### src/rtl/vga_ddp.sv
// vga_ddp: display data processor between the scan timing generator and the
// VGA connector. Tracks the active-pixel coordinate, issues frame-buffer read
// addresses (4x upscaled 200x150 image) and drives hs/vs/de plus 4-bit RGB,
// all delay-matched to a fixed 3-cycle latency.
// Optional build macro: VGA_DDP_BORDER_EN (white one-pixel border around the
// active area).
module vga_ddp #(
  parameter int H_ACT       = 800,
  parameter int V_ACT       = 600,
  parameter int SCALE_SHIFT = 2,
  parameter int FB_W        = 200,
  parameter int ADDR_W      = 15
) (
  input  logic              pclk,
  input  logic              rst,
  input  logic              hen,
  input  logic              ven,
  input  logic              hs,
  input  logic              vs,
  output logic [ADDR_W-1:0] raddr,
  input  logic [11:0]       rdata,
  output logic              hs_o,
  output logic              vs_o,
  output logic              de_o,
  output logic [3:0]        red,
  output logic [3:0]        green,
  output logic [3:0]        blue
);

  localparam logic [9:0] H_MAX = 10'(H_ACT - 1);
  localparam logic [9:0] V_MAX = 10'(V_ACT - 1);

  // Coordinate tracking state
  logic [9:0] hcnt_q, hcnt_d;
  logic [9:0] vcnt_q, vcnt_d;
  logic       synced_q, synced_d;
  logic       hen_q, ven_q;

  // Pipeline state
  logic [ADDR_W-1:0] raddr_q, raddr_d;
  logic              valid1_q, hs1_q, vs1_q, de1_q;
  logic              valid2_q, hs2_q, vs2_q, de2_q;
  logic              hs3_q, vs3_q, de3_q;
  logic [11:0]       rgb_q, rgb_d;

  logic act;
  logic line_end;
  logic frame_end;
  logic [ADDR_W-1:0] row_base;
  logic [ADDR_W-1:0] col_idx;

  assign act       = hen & ven;
  assign line_end  = hen_q & ~hen & ven;
  assign frame_end = ven_q & ~ven;

  // Next coordinate: frame end wins over line end; both counters saturate
  always_comb begin
    hcnt_d   = hcnt_q;
    vcnt_d   = vcnt_q;
    synced_d = synced_q;
    if (frame_end) begin
      hcnt_d   = '0;
      vcnt_d   = '0;
      synced_d = 1'b1;
    end else if (line_end) begin
      hcnt_d = '0;
      vcnt_d = (vcnt_q == V_MAX) ? vcnt_q : vcnt_q + 10'd1;
    end else if (act && (hcnt_q != H_MAX)) begin
      hcnt_d = hcnt_q + 10'd1;
    end
  end

  // Frame-buffer address from the current (pre-increment) coordinate
  always_comb begin
    row_base = ADDR_W'(vcnt_q >> SCALE_SHIFT) * ADDR_W'(FB_W);
    col_idx  = ADDR_W'(hcnt_q >> SCALE_SHIFT);
    raddr_d  = row_base + col_idx;
  end

`ifdef VGA_DDP_BORDER_EN
  // Coordinates travel with the pixel so the border test sees stage-3 values
  logic [9:0] h1_q, v1_q, h2_q, v2_q;

  // Coordinate pipeline alongside valid
  always_ff @(posedge pclk) begin
    if (rst) begin
      h1_q <= '0;
      v1_q <= '0;
      h2_q <= '0;
      v2_q <= '0;
    end else begin
      h1_q <= hcnt_q;
      v1_q <= vcnt_q;
      h2_q <= h1_q;
      v2_q <= v1_q;
    end
  end

  // Stage-3 colour: frame-buffer data, white on the outer ring, black when invalid
  always_comb begin
    rgb_d = valid2_q ? rdata : 12'h000;
    if (valid2_q && ((h2_q == 10'd0) || (h2_q == H_MAX) ||
                     (v2_q == 10'd0) || (v2_q == V_MAX))) begin
      rgb_d = 12'hFFF;
    end
  end
`else
  // Stage-3 colour: frame-buffer data, black when not a valid synced pixel
  always_comb begin
    rgb_d = valid2_q ? rdata : 12'h000;
  end
`endif

  // Counter, edge-detect and 3-stage output pipeline registers
  always_ff @(posedge pclk) begin
    if (rst) begin
      hcnt_q   <= '0;
      vcnt_q   <= '0;
      synced_q <= 1'b0;
      hen_q    <= 1'b0;
      ven_q    <= 1'b0;
      raddr_q  <= '0;
      valid1_q <= 1'b0;
      hs1_q    <= 1'b0;
      vs1_q    <= 1'b0;
      de1_q    <= 1'b0;
      valid2_q <= 1'b0;
      hs2_q    <= 1'b0;
      vs2_q    <= 1'b0;
      de2_q    <= 1'b0;
      hs3_q    <= 1'b0;
      vs3_q    <= 1'b0;
      de3_q    <= 1'b0;
      rgb_q    <= '0;
    end else begin
      hcnt_q   <= hcnt_d;
      vcnt_q   <= vcnt_d;
      synced_q <= synced_d;
      hen_q    <= hen;
      ven_q    <= ven;
      raddr_q  <= raddr_d;
      valid1_q <= act & synced_q;
      hs1_q    <= hs;
      vs1_q    <= vs;
      de1_q    <= act;
      valid2_q <= valid1_q;
      hs2_q    <= hs1_q;
      vs2_q    <= vs1_q;
      de2_q    <= de1_q;
      hs3_q    <= hs2_q;
      vs3_q    <= vs2_q;
      de3_q    <= de2_q;
      rgb_q    <= rgb_d;
    end
  end

  assign raddr = raddr_q;
  assign hs_o  = hs3_q;
  assign vs_o  = vs3_q;
  assign de_o  = de3_q;
  assign red   = rgb_q[11:8];
  assign green = rgb_q[7:4];
  assign blue  = rgb_q[3:0];

endmodule

### config.mk
export PLATFORM = sky130hd
export DESIGN_NAME = vga_ddp
export DESIGN_NICKNAME = d
export VERILOG_FILES = /design/src/rtl/vga_ddp.sv
export SDC_FILE = /design/constraint.sdc
export NUM_CORES = 1
export LEC_CHECK = 0
export ABC_AREA = 1
export ABC_CLOCK_PERIOD_IN_PS = 3300
export CAP_MARGIN = 20
export CORE_ASPECT_RATIO = 1.4
export CORE_UTILIZATION = 63
export CTS_CLUSTER_DIAMETER = 60
export DETAILED_ROUTE_END_ITERATION = 6
export DONT_BUFFER_PORTS = 1
export PLACE_DENSITY = 0.88
export SLEW_MARGIN = 20
export SYNTH_ARGS = -nofsm -noshare
export SYNTH_HDL_FRONTEND = slang
export SYNTH_SLANG_ARGS = --single-unit
### constraint.sdc
create_clock -name pclk -period 3.3 [get_ports pclk]
set_clock_uncertainty 0.1 [all_clocks]
set_input_delay 0.66 -clock pclk [delete_from_list [all_inputs] [get_ports pclk]]
set_output_delay 0.66 -clock pclk [all_outputs]
set_load 0.05 [all_outputs]
; ---- Word-level counts from Yosys, hierarchy flattened
; Index checks and enable logic that the tools add are counted.
[totals]
elab_cells = 38
latch_bits = 0
ff_bits = 61
output_inout_bits = 30
rom_bits = 0
ramBits = 0
memories = 0
[op_classes]
shift = 0
n_mux = 0
add_sub_neg = 3
n_eq_ne = 2
order_cmp = 0
div_mod_pow = 0
bitwise_logic = 9
multipliers = 1
reduce_logical = 5
[ops]
columns = operator, count
row1 = $add 10x1->10 const B, 2
row2 = $add 15x8->15, 1
row3 = $mul 8x5->12 const B, 1
row4 = $eq 10x10->1 const B, 1
row5 = $ne 10x10->1 const B, 1
row6 = $and 1x1->1, 5
row7 = $not 1->1, 4
row8 = $reduce_or 2->1, 2
row9 = $reduce_or 3->1, 1
row10 = $reduce_and 2->1, 1
row11 = $logic_and 1x1->1, 1

; ---- Depth between registers and ports, before layout
[depth]
ltp_word = 4
mapped_depth = 18
depth_no_buf = 18

; ---- Worst setup path before layout
; OpenSTA, ideal clock, no wires.
[synth_timing]
path_type = register -> register
startpoint = register vcnt_q[5]
endpoint = register raddr_q[13], in the netlist raddr[13]
setup_time_ns = 0.113
slack_ns = 0.555
required_ns = 3.087
path_stages_with_launch = 16
t_arrival_ns = 2.532
period_less_slack_ns = 2.745
path_cell_list = dfxtp_1 > inv_1 > ha_1 > inv_1 > ha_1 > fa_1 > ha_1 > inv_1 > nand2_1 > nand2_2 > nor2_2 > nand3_2 > nor2_2 > nand2_1 > o21ai_1 > nor2_1
[synth_via]
elab_chain_len = 2
[synth_lines]
columns = element, line_no
row1 = from (decl), 35  ; logic [9:0] vcnt_q, vcnt_d;
row2 = from (signal assigned), 137  ; vcnt_q <= vcnt_d;
row3 = $mul 8x5->12, 75  ; row_base = ADDR_W'(vcnt_q >> SCALE_SHIFT) * ADDR_W'(FB_W);
row4 = $add 15x8->15, 77  ; raddr_d = row_base + col_idx;
row5 = to (signal assigned), 141  ; raddr_q <= raddr_d;
row6 = to (decl), 40  ; logic [ADDR_W-1:0] raddr_q, raddr_d;
; Every way passes these cells.
; A chain may end at the register's enable or synchronous reset.

; ---- Worst setup path in the final report
; Same ends and word-level chain as after synthesis.

==> flow_metrics.env <==
export IMPL_grt_usage_pct=24.3
export IMPL_ctsHoldBuffers=0
export IMPL_finalPower_mw=1.47
export IMPL_crit_path_end_kind="register"
export IMPL_timing_final_ws_setup_ns=0.290
export IMPL_ys_seq_area_share_pct=38.2
export IMPL_placed_cells=476
export IMPL_yosys_top_cells_count="82 x nand2_1, 73 x inv_1, 61 x dfxtp_1"
export IMPL_h_tree_depth=3
export IMPL_use_met1_pct=23.4
export IMPL_p_leak_nw=1.68
export IMPL_ys_warn_count=0
export IMPL_clk_path_buf_depth=2
export IMPL_grt_setup_unrepaired="no"
export IMPL_fin_crit_ns=3.01
export IMPL_io_pins=48
export IMPL_status="complete, no violations"
export IMPL_fp_dieW_um=62.2
export IMPL_synth_area_top_cells="dfxtp_1 38%, ha_1 14%, nand2_1 9.6%"
export IMPL_yosysTopAreaCell="dfxtp_1"
export IMPL_clk_pin_slew_ns=0.08
export IMPL_diodes=0
export IMPL_cp_slowest_cell="fa_1"
export IMPL_busiest_layer="met2"
export IMPL_dpl_instance_area_mm2=0.00325
export IMPL_setup_viol=0
export IMPL_synth_nets=476
export IMPL_synthesis_area_mm2=0.00320
export IMPL_crit_chain="inv_1 > ha_1 > inv_1 > ha_1 > fa_1 > ha_1 > inv_1 > nand2_1 > nand3_1 > nand3_2 > nor2_2 > nand2_1 > o21ai_1 > nor2_1"
export IMPL_grt_max_degree=23
export IMPL_grt_pass1_wl_um=10200
export IMPL_nets=482
export IMPL_crit_fanout=4
export IMPL_firstDrtPassIters=6
export IMPL_dpl_worst_slack_ns=0.319
export IMPL_ys_ff_latch=61
export IMPL_crit_start="vcnt_q[5]"
export IMPL_synth_edf_count=0
export IMPL_ys_types=34
export IMPL_cp_num_buf_inv=3
export IMPL_ant_nets=0
export IMPL_maxCapViolCount=0
export IMPL_hold_viol=0
export IMPL_max_slew_margin_pct=65.6
export IMPL_yosysTopAreaCellShare_pct=38.2
export IMPL_cts_resized_gates=0
export IMPL_r2r_start="vcnt_q[5]"
export IMPL_drt_wl_total_um=6020
export IMPL_dieHeight_um=86.3
export IMPL_finalWeightedCongestion=0.889
export IMPL_synth_cells=417
export IMPL_rows=30
export IMPL_grt_pass1_vias=2461
export IMPL_overflow=0
export IMPL_start_util_pct=65.5
export IMPL_viasPerCell=5.27
export IMPL_fin_setup_tns_ns=0
export IMPL_clock_fmax_mhz=332
export IMPL_drv_slew=0
export IMPL_critPathKind="register to register"
export IMPL_area_growth_syn_to_layout_pct=8.18
export IMPL_worstHoldStart="rst"
export IMPL_power_density_mw_per_mm2=423
export IMPL_dpl_hpwl_um=4380
export IMPL_cts_sinks=61
export IMPL_hold_ws_ns=0.263
export IMPL_drc=0
export IMPL_drive_gt1_share_pct=7.48
export IMPL_core_area_mm2=0.00488
export IMPL_cts_tree="yes"
export IMPL_peakVddDrop_mv=0.330
export IMPL_finalCritPeriodShare_pct=91.2
export IMPL_worstMarginPinSlew_ns=0.515
export IMPL_routedWlPerCell_um=12.2
export IMPL_final_cell_count_no_fill=492
export IMPL_dr_total_vias=2592
export IMPL_critical_path_startpoint_type="register"
export IMPL_min_path_type="primary input to register"
export IMPL_root_buffer="clkbuf_8"
export IMPL_grtUsageMet2_pct=44.7
export IMPL_cp_required_ns=3.45
export IMPL_clk_latency_ns=0.36
export IMPL_fin_util_pct=70.9
export IMPL_postLayoutCellArea_mm2=0.00346
export IMPL_initialDrtViolationCount=117
export IMPL_dieArea_mm2=0.00537
export IMPL_synthFlopType="dfxtp_1"
export IMPL_async_flop_share_pct=0
export IMPL_cts_setup_buffers=0
export IMPL_critPathTopFamily="adder cells"
export IMPL_avgSynthCellArea_um2=7.67
export IMPL_met3_usage_pct=4.87
export IMPL_slowest_delay_ns=0.47
export IMPL_antenna_found_initial=0
export IMPL_synth_most_common_cell="nand2_1"
export IMPL_cts_buffers=9
export IMPL_arrival_ns=3.16
export IMPL_io_buffers=0
## registers in the layout (all words and copies together), names as in the netlist
signal	count
ven_q	1
hcnt_q	10
vcnt_q	10
hs2_q	1
de1_q	1
synced_q	1
raddr	15
hs1_q	1
valid1_q	1
de_o	1
vs2_q	1
valid2_q	1
hen_q	1
rgb_q	12
de2_q	1
hs_o	1
vs1_q	1
vs_o	1
## metal layers
layer / up-vias / wire (um) / part of all wire [%]
li1: 1320 / - / -
met1: 1174 / 2450 / 41
met2: 81 / 3130 / 52
met3: 17 / 227 / 3.8
met4: 0 / 217 / 3.6
met5: - / 0 / 0
## cells by family after synthesis
kind of cell,Yosys count,synth area share (%)
buffers and inverters,84,10.3
adders and majority gates,41,17.0
and+or+nand+nor,174,23.4
xor gates and xnor gates,11,3.01
AOI/OAI and AO/OA,46,8.10
DFF,61,38.2
## layout make-up
type / count / area, um^2
Clock buffer: 9 / 124
Clock inverter: 7 / 81.3
Fill cell: 362 / 1420
Inverter: 78 / 299
Multi-Input combinational cell: 272 / 1650
Sequential cell: 61 / 1220
Tap cell: 64 / 80.1
Timing Repair Buffer: 1 / 7.51
## where the power goes
part / switching (mW) / internal [mW]
logic: 0.0226 / 0.00922
registers: 0.00808 / 0.744
clock network: 0.323 / 0.358
total: 0.354 / 1.11
## worst paths after layout
path                     to  slack, ns  cells past startpoint
hold reg to reg        hs_o       0.30                      2
setup / recovery  raddr[13]       0.29                     14
setup reg to reg  raddr[13]       0.29                     14
hold / removal        hs2_q       0.26                      1
## layout by cell type, fill, tap and decap left out, drive strengths merged
master / n
inv: 78
clkbuf: 9
o21ai: 9
nand3: 22
nor4: 2
nor3b: 2
o21a: 4
o21bai: 1
bufinv: 1
fa: 4
buf: 1
a31oi: 1
ha: 37
xnor2: 3
clkinv: 5
xor2: 8
or2: 2
nor3: 7
clkinvlp: 1
nand4: 5
nand2: 84
nor2: 50
dfxtp: 61
a21oi: 31
Note: power is estimated with default switching activity, not from simulation.
